<file path="src/rtl/ahb_to_apb_bridge.sv">
// -----------------------------------------------------------------------------
// ahb_to_apb_bridge
//
// AHB-Lite slave to APB3 master bridge. Each accepted AHB transfer (single
// NONSEQ/SEQ beat) is replayed as one APB setup/access sequence. The AHB data
// phase is stalled with HREADYOUT=0 until the APB slave answers with PREADY.
// An APB slave error is returned as the two-cycle AHB ERROR response.
//
// Ports
//   HCLK, HRESET        clock, asynchronous active-high reset
//   HSEL, HADDR,        AHB address phase: select, address, transfer type,
//   HTRANS, HWRITE,     direction and bus-wide ready
//   HREADY
//   HWDATA              AHB write data (data phase)
//   HREADYOUT, HRESP,   AHB slave response: ready, OKAY/ERROR, read data
//   HRDATA
//   PSEL, PENABLE,      APB master control, word-aligned address, write data
//   PWRITE, PADDR,
//   PWDATA
//   PRDATA, PREADY,     APB slave response
//   PSLVERR
// -----------------------------------------------------------------------------
module ahb_to_apb_bridge #(
   parameter int ADDR_WIDTH = 16
) (
   input  logic                  HCLK,
   input  logic                  HRESET,
   input  logic                  HSEL,
   input  logic [ADDR_WIDTH-1:0] HADDR,
   input  logic [1:0]            HTRANS,
   input  logic                  HWRITE,
   input  logic [31:0]           HWDATA,
   input  logic                  HREADY,
   output logic                  HREADYOUT,
   output logic [31:0]           HRDATA,
   output logic                  HRESP,
   output logic                  PSEL,
   output logic                  PENABLE,
   output logic                  PWRITE,
   output logic [ADDR_WIDTH-1:0] PADDR,
   output logic [31:0]           PWDATA,
   input  logic [31:0]           PRDATA,
   input  logic                  PREADY,
   input  logic                  PSLVERR
);

   typedef enum logic [2:0] {
      S_IDLE,
      S_SETUP,
      S_ACCESS,
      S_DONE,
      S_ERR1,
      S_ERR2
   } state_t;

   state_t                  state;
   state_t                  state_next;
   logic                    ready_state;
   logic                    accept;
   logic                    rd_capture;
   logic [ADDR_WIDTH-1:0]   paddr_q;
   logic                    pwrite_q;
   logic [31:0]             hrdata_q;

   // Byte-lane bits and the SEQ/NONSEQ distinction carry no meaning for a
   // word-wide APB single transfer.
   logic                    unused_inputs;
   assign unused_inputs = ^{HADDR[1:0], HTRANS[0]};

   // A new address phase can only be taken while this slave is signalling
   // ready; decoding from the state register avoids a loop through HREADYOUT.
   assign ready_state = (state == S_IDLE) || (state == S_DONE) || (state == S_ERR2);
   assign accept      = HSEL & HREADY & HTRANS[1] & ready_state;

   // Read data is captured only on a successful completion of a read.
   assign rd_capture  = (state == S_ACCESS) & PREADY & ~PSLVERR & ~pwrite_q;

   // NOTE: every output of this block gets a default before the case so that
   // no path leaves a signal unassigned, which would infer a latch.
   always_comb begin
      state_next = state;
      PSEL       = 1'b0;
      PENABLE    = 1'b0;
      HREADYOUT  = 1'b1;
      HRESP      = 1'b0;
      case (state)
         S_IDLE, S_DONE: begin
            state_next = accept ? S_SETUP : S_IDLE;
         end
         S_ERR2: begin
            HRESP      = 1'b1;
            state_next = accept ? S_SETUP : S_IDLE;
         end
         S_SETUP: begin
            PSEL       = 1'b1;
            HREADYOUT  = 1'b0;
            state_next = S_ACCESS;
         end
         S_ACCESS: begin
            PSEL      = 1'b1;
            PENABLE   = 1'b1;
            HREADYOUT = 1'b0;
            if (PREADY) begin
               state_next = PSLVERR ? S_ERR1 : S_DONE;
            end
         end
         S_ERR1: begin
            HREADYOUT  = 1'b0;
            HRESP      = 1'b1;
            state_next = S_ERR2;
         end
         default: begin
            state_next = S_IDLE;
         end
      endcase
   end

   // NOTE: sequential state uses non-blocking assignments so every register
   // samples the pre-edge values, independent of statement order.
   always_ff @(posedge HCLK or posedge HRESET) begin
      if (HRESET) begin
         state    <= S_IDLE;
         paddr_q  <= '0;
         pwrite_q <= 1'b0;
         hrdata_q <= '0;
      end else begin
         state <= state_next;
         if (accept) begin
            paddr_q  <= {HADDR[ADDR_WIDTH-1:2], 2'b00};
            pwrite_q <= HWRITE;
         end
         if (rd_capture) begin
            hrdata_q <= PRDATA;
         end
      end
   end

   assign PADDR  = paddr_q;
   assign PWRITE = pwrite_q;
   assign HRDATA = hrdata_q;

   // AHB holds HWDATA while the data phase is stalled, so a direct pass-through
   // is stable for the whole APB transfer; it is zeroed when APB is idle.
   assign PWDATA = PSEL ? HWDATA : 32'h0;

endmodule

</file>
<file path="config.mk">
export PLATFORM = sky130hd
export DESIGN_NAME = ahb_to_apb_bridge
export DESIGN_NICKNAME = d
export VERILOG_FILES = /design/src/rtl/ahb_to_apb_bridge.sv
export SDC_FILE = /design/constraint.sdc
export NUM_CORES = 1
export LEC_CHECK = 0
export CORE_AREA = 2 2 86 88
export DETAILED_ROUTE_END_ITERATION = 10
export DIE_AREA = 0 0 88 90
export PLACE_DENSITY_LB_ADDON = 0.25
export SETUP_SLACK_MARGIN = 0.05
export SYNTH_ARGS = -nofsm -noshare
export SYNTH_HDL_FRONTEND = slang
export SYNTH_SLANG_ARGS = --single-unit
</file>
<file path="constraint.sdc">
create_clock -name HCLK -period 2.12 [get_ports HCLK]
set_input_delay 0.53 -clock HCLK [delete_from_list [all_inputs] [get_ports HCLK]]
set_output_delay 0.53 -clock HCLK [all_outputs]
set_load 0.02 [all_outputs]
</file>
* Yosys cells after proc, flatten, opt, wreduce, memory -nomap -nowiden
Cells that the tools add are included.
** Word-level totals
- Register bits after elaboration :: 50
- Latch bits :: 0
- Memory bits (writable) :: 0
- Bits in read-only memories :: 0
- Output and inout port bits :: 85
- Memories :: 0
** Cells by class
- Add/subtract/negate cells :: 0
- Multipliers :: 0
- Divide/modulo/power cells :: 0
- $lt $le $gt $ge :: 0
- Equality and inequality tests :: 6
- Shift operators :: 0
- Muxes and demuxes :: 9
- Bitwise gates (word level) :: 8
- Reductions and logical operators :: 7
** Operators with widths (count)
- two-way mux 32 bit :: 1
- case mux 3 bit (4 select lines) :: 1
- AND 1 bit :: 6
- == test 3 x 2 -> 1 bit, second input constant :: 2
- == test 3 bit, second input constant :: 2
- two-way mux 3 bit :: 2
- OR reduction 3 bit :: 2
- two-way mux 1 bit :: 5
- OR reduction 2 bit :: 2
- == test 3 x 1 -> 1 bit, second input constant :: 1
- logical NOT 3 bit :: 1
- logical OR 1 bit :: 2
- != test 2 bit, second input constant :: 1
- NOT 1 bit :: 2

* Longest topological paths before layout
Gate-level depths: netlist (run 1).
- Depth in word-level cells :: 6
- Mapped depth :: 5
- Mapped depth without buffers :: 3

* Least setup slack after synthesis (run 1)
No wires, ideal clock.
- Path kind :: flip-flop to output port
- From :: reg state[0]
- To :: out PWDATA[22]
- Arrival :: 1492 ps
- Slack :: 98 ps
- Stages on the path, launching flop included :: 5
- Buffers on the path :: 1
- Cells stage by stage :: dfrtp_1 > and2b_1 > o21ba_2 > clkbuf_1 > and2_1
** Between the ends
- Word-level cells in the longest chain between the ends :: 4
- Elaborated cells between the ends (all ways) :: 5
- Those cells by class :: 2 x eq/ne; 2 x mux; 1 x reduce/logical
** RTL lines
- start: declaration :: line 56 : state_t state;
- start signal: assignment :: line 127 : state <= state_next;
- == test 3 x 2 -> 1 bit or == test 3 x 1 -> 1 bit (tied branches) :: line 86 : case (state)
- OR reduction 2 bit (no source line) (*)
- two-way mux 1 bit (*) :: line 86
- net PSEL :: line 37 : output logic PSEL,
- two-way mux 32 bit (*) :: line 144 : assign PWDATA = PSEL ? HWDATA : 32'h0;
- end: declaration :: line 41 : output logic [31:0] PWDATA,
The timed path passes the listed nets; every way through them passes the cells marked *.

* Final worst setup path (run 1)
- From :: reg state[1]
- To :: out PWDATA[11]
** Between the ends
- Word-level cells in the longest chain between the ends :: 4
- Elaborated cells between the ends (all ways) :: 5
- Those cells by class :: 2 x eq/ne; 2 x mux; 1 x reduce/logical
** RTL lines (line)
- == test 3 x 2 -> 1 bit or == test 3 x 1 -> 1 bit (tied branches) :: 86
- OR reduction 2 bit (no source line) (*)
- two-way mux 1 bit (*) :: 86
- two-way mux 32 bit (*) :: 144
Mark *: on every way between the ends. The rest lies on a longest branch, timed or not.

==> summary.txt, run 1 <==
GR Layer Usage met3 = 0.0395
Core ar. = 7020 sq um
via total after detailed routing = 1970
final-report hold violation count = 0
area leader, netlist = dfrtp_1
mux cell area share after synthesis = 0.248
combinational share of power = 0.661
post-synthesis sequential area ratio = 0.547
Top Ports = 174
hold buffer count at CTS = 0
CTS tree = built
crit path DAT = 1620 ps
CP endpoint = PWDATA[11]
Distinct cells, synth = 25
Switching Share = 0.369
Setup crit start kind = flip-flop
clk root buf = clkbuf_8
Synth Area in Simple Gates = 0.119
antenna violations before repair = 0
Clock Path Buffers = 2
Largest stage delay, worst path = 420 ps
main combinational cell family by area after synthesis = multiplexers
top post-synthesis cells by area = dfrtp_1 (55%), mux2_2 (18%), and2_1 (8.8%)
xor/xnor share of the synthesized area = 0.00711
Core Util, Final = 0.630
DR pass1 iterations = 4
post-layout min period = 2150 ps
Tot GR Track Use = 0.159
Nets = 440
PD cells = 1470 nW/um^2
Worst R2R Path Depth = 7
chip height = 90 microns
sequential fraction of design power = 0.253
first-pass GRT wire length = 9.87 mm
crit-path most repeated cell = buf_6
HP Class = reg -> reg
gr ovfl total = 0
Placement Rows = 31
Final ANT Viol Nets = 0
leak pwr = 1.96 nW
vias per cell = 4.37
detailed-route DRC error count = 0
Non-Filler Instances = 451
sequential cell area = 1250 sq um
die width = 88 microns
unrepaired setup endpoints after global routing = true
CTS sink cnt = 50
status = complete, but fails checks
hold path cells = 1
DRT Wirelength = 6.45 mm
worst path cell trace = and2b_1, o21ba_4, buf_12, buf_6, and2_4, buf_6
top cell type's share of synthesized area = 0.547
Synth Register Bits = 50
FF-to-FF Start = state[1]
adder-cell area share of the yosys netlist = 0
worst endpoint required time = 1590 ps
Clock power frac = 0.086
hold slack = 509 ps
GR peak layer = met2
layout cell share with drive strength beyond 1 = 0.412
Starting DRT DRC Count = 36
met1 GRT Util = 0.173
CP startpoint = state[1]
violated checks = negative setup slack
reg2reg end = PADDR[13]
final setup violation count = 5
worst setup margin = -34.0 ps
Initial Utilization = 0.326
reg-to-reg slack, setup = 210 ps
dpl cells = 436
pin count of the biggest net entering global routing = 33
HPWL after DPL = 4.79 mm
antenna cell count = 0
synthesized area per cell = 13.7 sq um
Worst-Skew Late Latency = 290 ps
Mapped Cells = 167
Ys Warns = 0
max cap viols = 0
Layout Skew = 6.37 ps
Synth Area in Compound Gates = 0.0377
DIE AREA = 7920 sq um
vias in the first global route = 2056
# H-tree levels = 2
cts bufs inserted = 5
Int Pwr = 4.10 mW
final RePlAce weighted congestion = 0.709
Tcrit/Tclk final = 1.02
maximum vdd drop = 713 uV
setup TNS = -125 ps
P_sw = 2.40 mW
synthesis-to-layout area growth = 93.4%
number of I/O port buffers = 168
CP Capture Type = output port
GR Util met2 = 0.297
Multi-input gate area = 1040 sq um
Crit Path Max Fanout = 6
FMAX = 464 MHz
post-DR wirelength/cell = 14.3 microns
Crit Path Class = reg -> out
fin. max-slew vios = 0
Synth Cell Area = 2290 sq um
Clock transition at path regs = 90 ps
fill count = 585
Critical Path Slowest Stage Cell = dfrtp_1
[critical path, delay by kind of cell, from the launching register on]
family,cells,cell delay (ps)
flip-flops,1,420
buffers and inverters,3,360
AND/OR/NAND/NOR,2,320
AO/OA/AOI/OAI,1,220
[through the flow]
step	cell area (sq um)	power [mW]	worst slack, ps
6_report	4420	6.50	-34.0
5_1_grt	4420	6.86	-91.8
4_1_cts	4330	6.44	-155
3_5_place_dp	4140	5.49	-129
3_3_place_gp	4140	5.43	-129
2_1_floorplan	2290	3.58	98.3
[flip-flops by register name, summed over array words and instances (netlist names)]
register  cells
PADDR        14
state         3
PWRITE        1
HRDATA       32
[synth_stat cells, drive strengths merged]
cell and n:
o21ba 2, clkbuf 3, conb 1, inv 2, nand2b 1, and2 32, a21oi 1, nor2 4
nor2b 4, o21a 1, a21o 1, a211oi 1, a221oi 1, mux2 47, nand2 2, buf 8
xnor2 1, nand3 2, o21ai 1, a31oi 1, and2b 1, dfrtp 50
[logic make-up (layout without fill, tap and decap cells)]
logic type / Yosys count / after routing
and+or+nand+nor: 46 / 46
DFF: 50 / 50
xor gates and xnor gates: 1 / 1
buffers and inverters: 13 / 197
AOI/OAI and AO/OA: 9 / 9
muxes: 47 / 47
other: 1 / 2
[area by class of cell]
| cell class | count | share of cell area |
|---|---|---|
| inverters | 2 | 0.00170 |
| well taps | 99 | 0.0280 |
| multi-input cells | 105 | 0.236 |
| repair buffers | 187 | 0.431 |
| clock buffers | 7 | 0.0195 |
| flip-flops and latches | 50 | 0.283 |
| clock inverters | 1 | 0.00113 |
[timing repair]
item,in CTS,in global routing
endpoints found under the setup margin,36,34
buffers inserted,5,2
pin swaps,1,8
gates resized for setup,197,54
cloned,2,0
[how the worst min path moves through the flow]
stage	endpoint	startpoint	slack, ps
detailed placement	HRDATA[10]	HRDATA[10]	490
CTS	HRDATA[30]	HRDATA[30]	510
floorplan	state[2]	state[0]	530
finish	HRDATA[28]	HRDATA[28]	510
global route	HRDATA[28]	HRDATA[28]	520
global placement	HRDATA[7]	HRDATA[7]	490
[layout by cell type (no fill, tap or decap), types with 6 or more instances in the layout]
cell type        netlist  final
clkdlybuf4s50_1        0    132
dfrtp_1               50     50
mux2_2                37     37
buf_6                  0     37
and2_4                 0     29
buf_4                  7     13
mux2_4                10     10
clkbuf_8               0      6
[power groups by stage]
stage	Sequential [mW]	Clock, mW	Combinational, mW
after floorplan	2.20	0	1.37
after global placement	1.64	0	3.79
after detailed placement	1.67	0	3.82
after CTS	1.65	0.590	4.20
after global routing	1.71	0.624	4.53
final	1.65	0.560	4.29
[layer usage]
| layer | wire length, microns | vias up |
|---|---|---|
| met5 | 0 | - |
| met4 | 98 | 0 |
| met3 | 568 | 8 |
| met2 | 3350 | 118 |
| met1 | 2440 | 928 |
| li1 | - | 916 |
No activity file was read; power rests on OpenSTA's default activity.
==> run 2, diff against run 1 <==
SETUP_SLACK_MARGIN = 0.02   (was 0.05)
SLEW_MARGIN = 40   (was default)
==> run 2 against run 1 <==
  * The flow now finishes without violations
  * Utilization fell by 0.29 points
  * Sequential share of layout area rose by 0.13 points
  * Final cell count fell by 0.44%
  * Die area did not move
==> summary.txt, run 2 (synthesized netlist as in run 1, its figures left out) <==
status = finished, final reports clean (was complete, but fails checks)
vias per cell = 4.37 (about the same)
Largest stage delay, worst path = 420 ps (about the same)
Total Power = 6.44 mW (was 6.50 mW)
Final ANT Viol Nets = 0 (unchanged)
crit path DAT = 1560 ps (was 1620 ps)
DRT Wirelength = 6.39 mm (was 6.45 mm)
Int Pwr = 4.07 mW (was 4.10 mW)
Setup crit start kind = flip-flop (unchanged)
worst hold path startpoint = HRDATA[28] (unchanged)
synthesis-to-layout area growth = 92.5% (was 93.4%)
Clock power frac = 0.087 (was 0.086)
Layout Skew = 6.37 ps (unchanged)
worst path cell trace = and2b_1, o21ba_4, buf_12, and2_4, buf_6 (was and2b_1, o21ba_4, buf_12, buf_6, and2_4, buf_6)
FMAX = 478 MHz (was 464 MHz)
fill count = 593 (was 585)
CTS tree = built (unchanged)
final setup violation count = 0 (was 5)
DR pass1 iterations = 4 (unchanged)
DIE AREA = 7920 sq um (unchanged)
antenna cell count = 0 (unchanged)
antenna violations before repair = 0 (unchanged)
Nets = 438 (was 440)
fin. max-slew vios = 0 (unchanged)
final-report hold violation count = 0 (unchanged)
Critical Path Slowest Stage Cell = dfrtp_1 (unchanged)
clk root buf = clkbuf_8 (unchanged)
Switching Share = 0.368 (was 0.369)
HPWL after DPL = 4.79 mm (unchanged)
Non-Filler Instances = 449 (was 451)
layout cell share with drive strength beyond 1 = 0.406 (was 0.412)
PD cells = 1460 nW/um^2 (was 1470 nW/um^2)
Worst-Skew Late Latency = 290 ps (about the same)
detailed-route DRC error count = 0 (unchanged)
chip height = 90 microns (unchanged)
Clock transition at path regs = 90 ps (about the same)
Initial Utilization = 0.326 (unchanged)
Crit Path Max Fanout = 16 (was 6)
post-route cell area = 4400 sq um (was 4420 sq um)
gr ovfl total = 0 (unchanged)
FF-to-FF Start = state[1] (unchanged)
Top Ports = 174 (unchanged)
die width = 88 microns (unchanged)
CP delay by family, top = flip-flops (unchanged)
setup TNS = 0 ps (was -125 ps)
maximum vdd drop = 678 uV (was 713 uV)
# H-tree levels = 2 (unchanged)
Starting DRT DRC Count = 44 (was 36)
sequential fraction of design power = 0.256 (was 0.253)
hold buffer count at CTS = 0 (unchanged)
max reg flops = 32 (unchanged)
Core ar. = 7020 sq um (unchanged)
post-DR wirelength/cell = 14.2 microns (was 14.3 microns)
number of I/O port buffers = 168 (unchanged)
P_sw = 2.37 mW (was 2.40 mW)
CP Capture Type = output port (unchanged)
Tot GR Track Use = 0.157 (was 0.159)
dpl cells = 436 (unchanged)
combinational share of power = 0.658 (was 0.661)
unrepaired setup endpoints after global routing = true (unchanged)
DP Area = 4140 sq um (unchanged)
CP startpoint = state[1] (unchanged)
via total after detailed routing = 1961 (was 1970)
hold slack = 509 ps (unchanged)
pin count of the biggest net entering global routing = 33 (unchanged)
first-pass GRT wire length = 9.82 mm (was 9.87 mm)
leak pwr = 1.95 nW (was 1.96 nW)
Tcrit/Tclk final = 0.988 (was 1.02)
post-layout min period = 2090 ps (was 2150 ps)
Crit Path Class = reg -> out (unchanged)
CTS sink cnt = 50 (unchanged)
worst endpoint required time = 1590 ps (about the same)
Placement Rows = 31 (unchanged)
cts bufs inserted = 5 (unchanged)
max cap viols = 0 (unchanged)
WP buf/inv = 2 (was 3)
Clock Path Buffers = 2 (unchanged)
final RePlAce weighted congestion = 0.709 (unchanged)
HP Class = reg -> reg (unchanged)
vias in the first global route = 2054 (was 2056)
most frequent cells in the layout = clkdlybuf4s50_1 (132), dfrtp_1 (50), mux2_2 (37) (was clkdlybuf4s50_1 (132), dfrtp_1 (50), mux2_2 (37), buf_6 (37), and2_4 (29))
commonest non-fill, non-tap cell in the layout = clkdlybuf4s50_1 (unchanged)
-- run 2: changes by cell type in the layout (fill, tap and decap cells not counted) --
cell	before	now
xnor2_4	1	0
nor2_1	3	4
clkbuf_2	1	0
buf_12	3	4
and2_4	29	30
clkdlybuf4s15_1	0	1
buf_6	37	34
xnor2_2	0	1
and2_1	3	2
o21ai_1	1	0
nor2_2	1	0
o21ai_0	0	1
-- run 2: metrics by stage --
step	setup WS, ps	utilization
3_3_place_gp	-129	0.590
2_1_floorplan	98.3	-
4_1_cts	-159	0.613
5_1_grt	-34.7	0.627
6_report	25.9	0.627
3_5_place_dp	-129	0.590
-- run 2: power by group through the flow --
stage	clock network [mW]	registers [mW]	logic, mW
2_1_floorplan	0	2.20	1.37
3_3_place_gp	0	1.64	3.79
3_5_place_dp	0	1.67	3.82
4_1_cts	0.590	1.65	4.11
5_1_grt	0.624	1.71	4.47
6_report	0.559	1.65	4.23
-- run 2: repair_timing --
action                                  CTS  global route
endpoints found under the setup margin   36            35
cloned                                    2             0
pin swaps                                 0             2
buffers inserted                          3             2
gates resized for setup                 187            61
-- run 2: area by class of cell --
cell class,instances,area (sq um),share of cell area
clock inverter,1,5.00,0.00114
timing repair buffer,185,1900,0.431
tap,99,124,0.0281
clock buffer,7,86.3,0.0196
multi-input combinational,105,1030,0.234
sequential,50,1250,0.284
inverter,2,7.51,0.00171
-- run 2: per-layer routing --
| metal | wire length (microns) | track usage | share of wire | up-vias |
|---|---|---|---|---|
| met5 | 0 | 0 | 0 | - |
| met1 | 2440 | 0.172 | 0.38 | 927 |
| met4 | 73 | 0.0423 | 0.011 | 0 |
| met2 | 3320 | 0.295 | 0.52 | 116 |
| met3 | 563 | 0.0376 | 0.088 | 6 |
| li1 | - | - | - | 912 |
-- run 2: worst paths after layout --
check	end	slack [ps]	depth (start not counted)
setup / recovery	PWDATA[19]	30	5
max in group asynchronous	HRDATA[1]	1230	3
min in group asynchronous	PWRITE	620	3
setup reg to reg	PADDR[13]	210	7
hold / removal	HRDATA[28]	510	1
hold reg to reg	HRDATA[28]	510	1
